`src/rtl/mem_rr_arbiter_pkg.sv`:
```
// Shared types for the main-memory arbiter: cacheline/word types, FSM state and owner encodings.
package mem_rr_arbiter_pkg;

   typedef logic [255:0] llc_cacheline;
   typedef logic [31:0]  rv32i_word;

   typedef enum logic [1:0] {
      IDLE,
      BUSY,
      DONE
   } arb_state_t;

   typedef enum logic [1:0] {
      NONE,
      I,
      D,
      P
   } arb_owner_t;

   // Performance counters stick at all-ones instead of wrapping.
   function automatic logic [31:0] sat_inc(input logic [31:0] value);
      return (value == 32'hFFFF_FFFF) ? value : value + 32'd1;
   endfunction

endpackage

```
`src/rtl/mem_rr_arbiter_rr_pick2.sv`:
```
// Combinational grant selection: round-robin between I and D, prefetcher only when both caches are idle.
module rr_pick2
   import mem_rr_arbiter_pkg::*;
(
   input  logic       req_i,
   input  logic       req_d,
   input  logic       req_p,
   input  logic       prio_d,
   output arb_owner_t grant_owner,
   output logic       prio_next
);

   always_comb begin
      grant_owner = NONE;
      prio_next   = prio_d;
      if (req_i && req_d) begin
         if (prio_d) begin
            grant_owner = D;
            prio_next   = 1'b0;
         end else begin
            grant_owner = I;
            prio_next   = 1'b1;
         end
      end else if (req_i) begin
         grant_owner = I;
         prio_next   = 1'b1;
      end else if (req_d) begin
         grant_owner = D;
         prio_next   = 1'b0;
      end else if (req_p) begin
         grant_owner = P;
      end
   end

endmodule

```
`src/rtl/mem_rr_arbiter.sv`:
```
// Non-preemptive I/D/prefetch arbiter in front of the cacheline memory adaptor.
// Optional saturating grant/conflict counters are enabled with `define MEM_ARB_PERF_EN.
module mem_rr_arbiter
   import mem_rr_arbiter_pkg::*;
#(
   parameter int LINE_W = 256,
   parameter int ADDR_W = 32
) (
   input  logic              clk,
   input  logic              rst,
   input  logic              imem_read,
   input  logic [ADDR_W-1:0] imem_address,
   output logic [LINE_W-1:0] imem_rdata,
   output logic              imem_resp,
   input  logic              dmem_read,
   input  logic              dmem_write,
   input  logic [ADDR_W-1:0] dmem_address,
   input  logic [LINE_W-1:0] dmem_wdata,
   output logic [LINE_W-1:0] dmem_rdata,
   output logic              dmem_resp,
   input  logic              pmem_read,
   input  logic [ADDR_W-1:0] pmem_address,
   output logic [LINE_W-1:0] pmem_rdata,
   output logic              pmem_resp,
   output logic              mmem_read,
   output logic              mmem_write,
   output logic [ADDR_W-1:0] mmem_address,
   output logic [LINE_W-1:0] mmem_wdata,
   input  logic [LINE_W-1:0] mmem_rdata,
   input  logic              mmem_resp
`ifdef MEM_ARB_PERF_EN
   ,
   output logic [31:0]       perf_i_grants,
   output logic [31:0]       perf_d_grants,
   output logic [31:0]       perf_p_grants,
   output logic [31:0]       perf_conflicts
`endif
);

   arb_state_t        state;
   arb_state_t        state_next;
   arb_owner_t        owner;
   arb_owner_t        grant_owner;
   logic              prio_d;
   logic              prio_next;
   logic              is_write_q;
   logic              req_d;
   logic              d_is_write;
   logic              grant;
   logic [ADDR_W-1:0] addr_q;
   logic [LINE_W-1:0] wdata_q;
   logic [LINE_W-1:0] rdata_q;

   // A D-cache request with both read and write high is a write-back.
   assign req_d      = dmem_read | dmem_write;
   assign d_is_write = dmem_write;

   rr_pick2 u_pick (
      .req_i       (imem_read),
      .req_d       (req_d),
      .req_p       (pmem_read),
      .prio_d      (prio_d),
      .grant_owner (grant_owner),
      .prio_next   (prio_next)
   );

   assign grant = (state == IDLE) && (grant_owner != NONE);

   always_ff @(posedge clk) begin
      if (rst) begin
         state <= IDLE;
      end else begin
         state <= state_next;
      end
   end

   always_comb begin
      state_next = state;
      case (state)
         IDLE:    if (grant)     state_next = BUSY;
         BUSY:    if (mmem_resp) state_next = DONE;
         DONE:                   state_next = IDLE;
         default:                state_next = IDLE;
      endcase
   end

   always_ff @(posedge clk) begin
      if (rst) begin
         owner      <= NONE;
         prio_d     <= 1'b0;
         is_write_q <= 1'b0;
         addr_q     <= '0;
         wdata_q    <= '0;
         rdata_q    <= '0;
      end else begin
         case (state)
            IDLE: begin
               if (grant) begin
                  owner      <= grant_owner;
                  prio_d     <= prio_next;
                  is_write_q <= (grant_owner == D) && d_is_write;
                  case (grant_owner)
                     I:       addr_q <= imem_address;
                     D:       addr_q <= dmem_address;
                     default: addr_q <= pmem_address;
                  endcase
                  if ((grant_owner == D) && d_is_write) begin
                     wdata_q <= dmem_wdata;
                  end
               end
            end
            BUSY: begin
               if (mmem_resp) begin
                  rdata_q <= mmem_rdata;
               end
            end
            DONE: begin
               owner <= NONE;
            end
            default: begin
               owner <= NONE;
            end
         endcase
      end
   end

   assign mmem_read    = (state == BUSY) && !is_write_q;
   assign mmem_write   = (state == BUSY) && is_write_q;
   assign mmem_address = addr_q;
   assign mmem_wdata   = wdata_q;

   assign imem_resp  = (state == DONE) && (owner == I);
   assign dmem_resp  = (state == DONE) && (owner == D);
   assign pmem_resp  = (state == DONE) && (owner == P);
   assign imem_rdata = rdata_q;
   assign dmem_rdata = rdata_q;
   assign pmem_rdata = rdata_q;

`ifdef MEM_ARB_PERF_EN
   logic [1:0] active_reqs;

   assign active_reqs = 2'(imem_read) + 2'(req_d) + 2'(pmem_read);

   always_ff @(posedge clk) begin
      if (rst) begin
         perf_i_grants  <= '0;
         perf_d_grants  <= '0;
         perf_p_grants  <= '0;
         perf_conflicts <= '0;
      end else if (grant) begin
         if (grant_owner == I) perf_i_grants <= sat_inc(perf_i_grants);
         if (grant_owner == D) perf_d_grants <= sat_inc(perf_d_grants);
         if (grant_owner == P) perf_p_grants <= sat_inc(perf_p_grants);
         if (active_reqs >= 2'd2) perf_conflicts <= sat_inc(perf_conflicts);
      end
   end
`endif

endmodule

```
`config.mk`:
```
export PLATFORM = sky130hd
export DESIGN_NAME = mem_rr_arbiter
export DESIGN_NICKNAME = d
export VERILOG_FILES = /design/src/rtl/mem_rr_arbiter_pkg.sv /design/src/rtl/mem_rr_arbiter_rr_pick2.sv /design/src/rtl/mem_rr_arbiter.sv
export SDC_FILE = /design/constraint.sdc
export NUM_CORES = 1
export LEC_CHECK = 0
export CORE_AREA = 2 2 647 649
export CTS_CLUSTER_DIAMETER = 200
export DETAILED_ROUTE_END_ITERATION = 8
export DIE_AREA = 0 0 649 651
export GPL_TIMING_DRIVEN = 0
export PLACE_DENSITY = 0.34
export SETUP_SLACK_MARGIN = 0.5
export SYNTH_ARGS = -nofsm -noshare
export SYNTH_HDL_FRONTEND = slang
export SYNTH_SLANG_ARGS = --single-unit
```
`constraint.sdc`:
```
create_clock -name clk -period 3 [get_ports clk]
set_input_delay 0.6 -clock clk [delete_from_list [all_inputs] [get_ports clk]]
set_output_delay 0.6 -clock clk [all_outputs]
set_load 0.01 [all_outputs]
```
==> results of run 1 <==
## layout make-up
class,instances,area (um2)
flip-flops and latches,550,11900
multi-input cells,1730,10200
fillers,47400,360000
clock buffers,118,2420
plain buffers,711,5060
inverters,3,11.3
well taps,5497,6880
diodes,50,125
clock inverters,35,377
repair buffers,1792,18800
## metrics by stage
| stage | setup WS, ps | area, um2 |
|---|---|---|
| 3_5_place_dp | -1640 | 49700 |
| 3_3_place_gp | -2080 | 49700 |
| 6_report | 558 | 55800 |
| 2_1_floorplan | 585 | 26000 |
| 4_1_cts | 222 | 53100 |
| 5_1_grt | 482 | 55700 |
## layer usage
metal	wire length (um)	GRT usage, %
met5	263	0
met2	154000	25.2
met3	25600	4.90
met1	103000	13.4
met4	10600	3.57
## critical path: stages (launching register included)
cell and delay [ps]:
dfxtp_4 380, buf_12 150, clkdlybuf4s50_1 540
## sequential cells by signal, summed over array words and instances (netlist names)
name,flops
mmem_wdata,256
state,2
dmem_rdata,256
owner,2
mmem_address,32
is_write_q,1
prio_d,1
## power groups by stage
stage	sequential [mW]	clock, mW	combinational, mW
after CTS	8.41	10.9	5.85
final	8.24	10.4	5.76
after floorplan	8.26	0	1.88
after detailed placement	8.59	0	5.76
after global placement	8.58	0	5.76
after global routing	8.27	11.1	6.15
## worst max-delay path by stage
stage	from	endpoint	depth (start not counted)
6_report	dmem_rdata[139]	dmem_rdata[139]	2
5_1_grt	dmem_rdata[8]	pmem_rdata[8]	3
4_1_cts	dmem_rdata[110]	pmem_rdata[110]	2
3_5_place_dp	dmem_write	mmem_wdata[155]	10
3_3_place_gp	dmem_write	mmem_address[19]	9
2_1_floorplan	dmem_write	mmem_address[24]	8
## cell families (layout without fill, tap and decap cells)
logic type | Yosys count | count (layout) | share of synthesized area (%)
compound gates | 360 | 360 | 7.74
other cells | 0 | 50 | 0
fa+ha+maj | 3 | 3 | 0.144
simple gates | 1111 | 1111 | 21.2
flops | 550 | 550 | 42.3
mux | 256 | 256 | 9.84
buf+inv | 714 | 2659 | 18.8
## timing repair
| action | CTS | global route |
|---|---|---|
| hold buffers | 0 | 0 |
| endpoints found under the setup margin | 1417 | 1044 |
| pin swaps | 1 | 1 |
| endpoints found under the hold margin | 0 | 0 |
| gates resized for setup | 517 | 833 |
| buffers inserted | 22 | 93 |
| cloned | 1 | 0 |
## cell usage in the layout, fill, tap and decap left out, drive strengths merged
cell type / instances
nor2: 37
ha: 3
nand3b: 1
and3: 1
diode: 50
clkinv: 18
a2111oi: 1
clkdlybuf4s50: 1081
nand2: 546
nor4bb: 2
nor4b: 1
a211o: 32
a21o: 1
buf: 752
or3: 1
and4b: 1
inv: 10
nor3b: 1
nor3: 5
a22o: 1
clkdlybuf4s15: 20
bufinv: 5
dlygate4sd2: 71
o21ai: 1
clkbuf: 258
nand2b: 512
a21oi: 291
nand3: 1
dlymetal6s2s: 439
mux2i: 256
clkinvlp: 5
a22oi: 33
and3b: 2
dfxtp: 550
==> results.sh, run 1 <==
export IMPL_status="completed"
export IMPL_gp_congestion=0.887
export IMPL_hold_viol=0
export IMPL_synth_common_cells="dfxtp_1, nand2_1, buf_4, nand2b_1, a21oi_1"
export IMPL_synth_top_area_share_pct=42.3
export IMPL_ys_warn_count=0
export IMPL_ant_nets=0
export IMPL_final_setup_viol_count=0
export IMPL_cts_htree_levels=3
export IMPL_slew_limit_headroom_pct=33.7
export IMPL_rows=237
export IMPL_synth_edff_count=0
export IMPL_drv_cap=0
export IMPL_start_kind="flip-flop"
export IMPL_post_place_cells=10200
export IMPL_drv_slew=0
export IMPL_cts_buffer_depth=4
export IMPL_initial_core_util_pct=6.27
export IMPL_rsz0062_at_grt="yes"
export IMPL_fp_dieW_um=649
export IMPL_routed_via_density=2.72
export IMPL_final_util_pct=13.4
export IMPL_tns_ps=0
export IMPL_coreArea_mm2=0.415
export IMPL_synth_cell_types=29
export IMPL_post_route_period_util_pct=81.4
export IMPL_seqPwrFrac_pct=33.8
export IMPL_syn_inst=2994
export IMPL_synth_cell_area_mm2=0.0260
export IMPL_synth_async_reset_ratio_pct=0
export IMPL_fp_dieH_um=651
export IMPL_cts_tree="built"
export IMPL_clockPowerShare_pct=42.6
export IMPL_power_mw=24.4
export IMPL_ir_drop_mv=0.366
export IMPL_drive_gt1_share_pct=25.0
export IMPL_min_delay_start="mmem_rdata[252]"
export IMPL_reg2reg_depth=9
export IMPL_switchingPower_mw=7.75
export IMPL_reg2reg_slack_ps=660
export IMPL_finalNonFillerCells=10500
export IMPL_fin_worst_skew_ps=53.8
export IMPL_max_freq_mhz=410
export IMPL_io_buffers=1674
export IMPL_synth_most_common_cell="dfxtp_1"
export IMPL_holdWs_ps=326
export IMPL_min_period_ps=2440
export IMPL_leakage_nw=27.2
export IMPL_cts_root_buf="clkbuf_16"
export IMPL_critPathArrivalTime_ps=1840
export IMPL_antenna_found_initial=139
export IMPL_combPwrFrac_pct=23.6
export IMPL_grt_max_degree=13
export IMPL_yosys_top_cells_area="dfxtp_1, buf_4, nand2b_1"
export IMPL_internal_power_mw=16.7
export IMPL_synth_ff_type="dfxtp_1"
export IMPL_clk_pin_slew_ps=60
export IMPL_nets=5494
export IMPL_clock_latency_ps=810
export IMPL_hold_class="in2reg"
export IMPL_min_to="dmem_rdata[252]"
export IMPL_drt_first_pass_iters=7
export IMPL_hpwl_um=262000
export IMPL_via_count=28500
export IMPL_grt_pass1_wl_um=354000
export IMPL_io_pins=1676
export IMPL_crit_required_ps=2400
export IMPL_end_kind="output port"
export IMPL_synth_top_area_cell="dfxtp_1"
export IMPL_syn2layout_area_growth_pct=114
export IMPL_worstMarginPinSlew_ps=994
export IMPL_totalWireLength_um=293000
export IMPL_grt_overflow_total=0
export IMPL_synth_avg_cell_area_um2=8.70
export IMPL_avgRoutedWirePerCell_um=27.9
export IMPL_die_area_mm2=0.422
export IMPL_initialDrtViolationCount=1455
export IMPL_p_per_area_mw_per_mm2=437
export IMPL_switching_share_pct=31.7
export IMPL_reg2reg_to="mmem_wdata[157]"
export IMPL_cts_buffers=88
export IMPL_route_detailed_drc=0
export IMPL_grt_util_all_layers_pct=13.2
export IMPL_yosysSeqAreaShare_pct=42.3
export IMPL_synth_nets=3612
export IMPL_ys_ff_latch=550
export IMPL_timing_rr_start="prio_d"
export IMPL_cts_sinks=550
export IMPL_criticalPathCategory="reg2out"
export IMPL_whs_path_depth=3
export IMPL_worstPathMaxFanout=3
export IMPL_first_global_vias=28200
No activity file was read; power rests on OpenSTA's default activity.
==> run 2, diff against run 1 <==
- clock period: 3 -> 2.3 ns (I/O delays scaled with it)
==> run 2 against run 1 <==
Sequential share of layout area is 0.86 points lower; total power is 36% higher; clock skew is 20 ps higher; largest cell class unchanged; final cell count is 1.5% higher; worst hold slack worse by 240 ps; die area stayed put; count of clock-buffer cells in the layout is 9 higher; first-iteration DRC count is 21% higher; critical path depth is 1 lower; register-to-register slack worse by 530 ps; non-clock buffer count is 170 higher; sequential power is 31% higher.
==> results.sh, run 2 (synthesis results as in run 1) <==
export IMPL_status="completed"
export IMPL_grt_util_all_layers_pct=15.5
export IMPL_timing_rr_start="prio_d"
export IMPL_critPathTopFamily="buffers and inverters"
export IMPL_grt_overflow_total=0
export IMPL_cts_buffer_depth=4
export IMPL_drv_slew=0
export IMPL_leakage_nw=24.1
export IMPL_nets=5663
export IMPL_drive_gt1_share_pct=39.0
export IMPL_initial_core_util_pct=6.27
export IMPL_coreArea_mm2=0.415
export IMPL_cts_root_buf="clkbuf_16"
export IMPL_worstMarginPinSlew_ps=1000
export IMPL_final_setup_viol_count=0
export IMPL_drt_first_pass_iters=5
export IMPL_io_pins=1676
export IMPL_finalNonFillerCells=10600
export IMPL_fin_worst_skew_ps=74.1
export IMPL_antenna_found_initial=198
export IMPL_post_place_cells=10200
export IMPL_hpwl_um=302000
export IMPL_fp_dieW_um=649
export IMPL_totalWireLength_um=342000
export IMPL_min_delay_start="dmem_write"
export IMPL_drv_cap=0
export IMPL_end_kind="output port"
export IMPL_clk_pin_slew_ps=50
export IMPL_min_to="is_write_q"
export IMPL_critPathArrivalTime_ps=1810
export IMPL_ant_nets=0
export IMPL_crit_buf_inv=1
export IMPL_grt_max_degree=15
export IMPL_reg2reg_depth=11
export IMPL_min_period_ps=2270
export IMPL_layout_commonest_cell="clkdlybuf4s50_1"
export IMPL_whs_path_depth=3
export IMPL_hold_class="in2reg"
export IMPL_ir_drop_mv=0.542
export IMPL_p_per_area_mw_per_mm2=560
export IMPL_cts_tree="built"
export IMPL_first_global_vias=29900
export IMPL_grt_pass1_wl_um=410000
export IMPL_cp_depth=1
export IMPL_route_detailed_drc=0
export IMPL_critPathSlowestCell="dlygate4sd2_1"
export IMPL_slowest_delay_ps=630
export IMPL_hold_viol=0
export IMPL_io_buffers=1674
export IMPL_via_count=29900
export IMPL_clock_latency_ps=840
export IMPL_reg2reg_to="mmem_address[9]"
export IMPL_crit_required_ps=1840
export IMPL_post_route_period_util_pct=98.5
export IMPL_criticalPathCategory="reg2out"
export IMPL_rows=237
export IMPL_die_area_mm2=0.422
export IMPL_crit_chain="dlygate4sd2_1"
export IMPL_avgRoutedWirePerCell_um=32.1
export IMPL_cts_buffers=87
export IMPL_reg2reg_slack_ps=130
export IMPL_gp_congestion=0.875
export IMPL_max_freq_mhz=441
export IMPL_tns_ps=0
export IMPL_worstPathMaxFanout=2
export IMPL_rsz0062_at_grt="yes"
export IMPL_cts_sinks=550
export IMPL_dpl_instance_area_mm2=0.0500
export IMPL_fp_dieH_um=651
export IMPL_start_kind="flip-flop"
export IMPL_holdWs_ps=90.6
export IMPL_initialDrtViolationCount=1767
export IMPL_final_cell_mix="clkdlybuf4s50_1, nand2_1, nand2b_1, buf_6, buf_4"
export IMPL_syn2layout_area_growth_pct=128
export IMPL_final_area_mm2=0.0594
export IMPL_slew_limit_headroom_pct=33.1
export IMPL_cts_htree_levels=3
export IMPL_routed_via_density=2.81
-- run 2: changes by cell type in the layout (fill, tap and decap cells not counted), moves of 72 or more --
cell and delta:
dlygate4sd2_1 +345, buf_12 +110, dfxtp_1 -116, dfxtp_2 +72, buf_4 -105, dlymetal6s2s_1 -422, clkdlybuf4s50_1 -354, buf_6 +479
buf_8 +97
-- run 2: timing repair --
item / CTS / global route
gates cloned: 5 / 5
buffers inserted: 204 / 70
pin swaps: 13 / 4
hold buffers: 0 / 0
gates resized for setup: 2370 / 1759
endpoints found under the setup margin: 1609 / 1603
-- run 2: layout make-up --
type / count / area [um2]
fillers: 47200 / 356000
repair buffers: 1962 / 20900
flip-flops and latches: 550 / 12100
multi-input cells: 1730 / 10400
well taps: 5497 / 6880
plain buffers: 711 / 6200
clock buffers: 127 / 2530
clock inverters: 22 / 238
diodes: 41 / 103
inverters: 3 / 11.3
-- run 2: report_power, final --
part | total, mW | internal [mW] | switching [mW]
logic | 8.97 | 4.61 | 4.37
clock network | 13.5 | 7.91 | 5.59
registers | 10.8 | 9.93 | 0.856
total | 33.3 | 22.4 | 10.8
-- run 2: worst max path at each step --
stage,from,to,slack (ps)
2_1_floorplan,dmem_write,mmem_wdata[209],380
6_report,mmem_wdata[89],mmem_wdata[89],30
5_1_grt,state[0],imem_resp,-40
3_3_place_gp,rst,dmem_rdata[124],-2380
4_1_cts,dmem_rdata[107],imem_rdata[107],-80
3_5_place_dp,dmem_write,mmem_address[25],-1960
-- run 2: metal layers --
layer  vias to the layer above  wire, um  GRT usage (%)  part of all wire [%]
met5                         -       184              0                 0.054
met4                        26      9190           2.84                   2.7
met3                       516     31600           5.76                   9.3
met2                      1540    165000           27.3                    48
met1                     14500    136000           18.1                    40
li1                      13400         -              -                     -
-- run 2: per-stage QoR --
| step | power, mW | setup WS (ps) | util, % |
|---|---|---|---|
| 2_1_floorplan | 13.3 | 383 | - |
| 3_5_place_dp | 19.2 | -1960 | 12.0 |
| 3_3_place_gp | 19.2 | -2380 | 12.0 |
| 4_1_cts | 33.8 | -77.1 | 13.7 |
| 5_1_grt | 34.8 | -37.8 | 14.3 |
| 6_report | 33.3 | 34.0 | 14.3 |
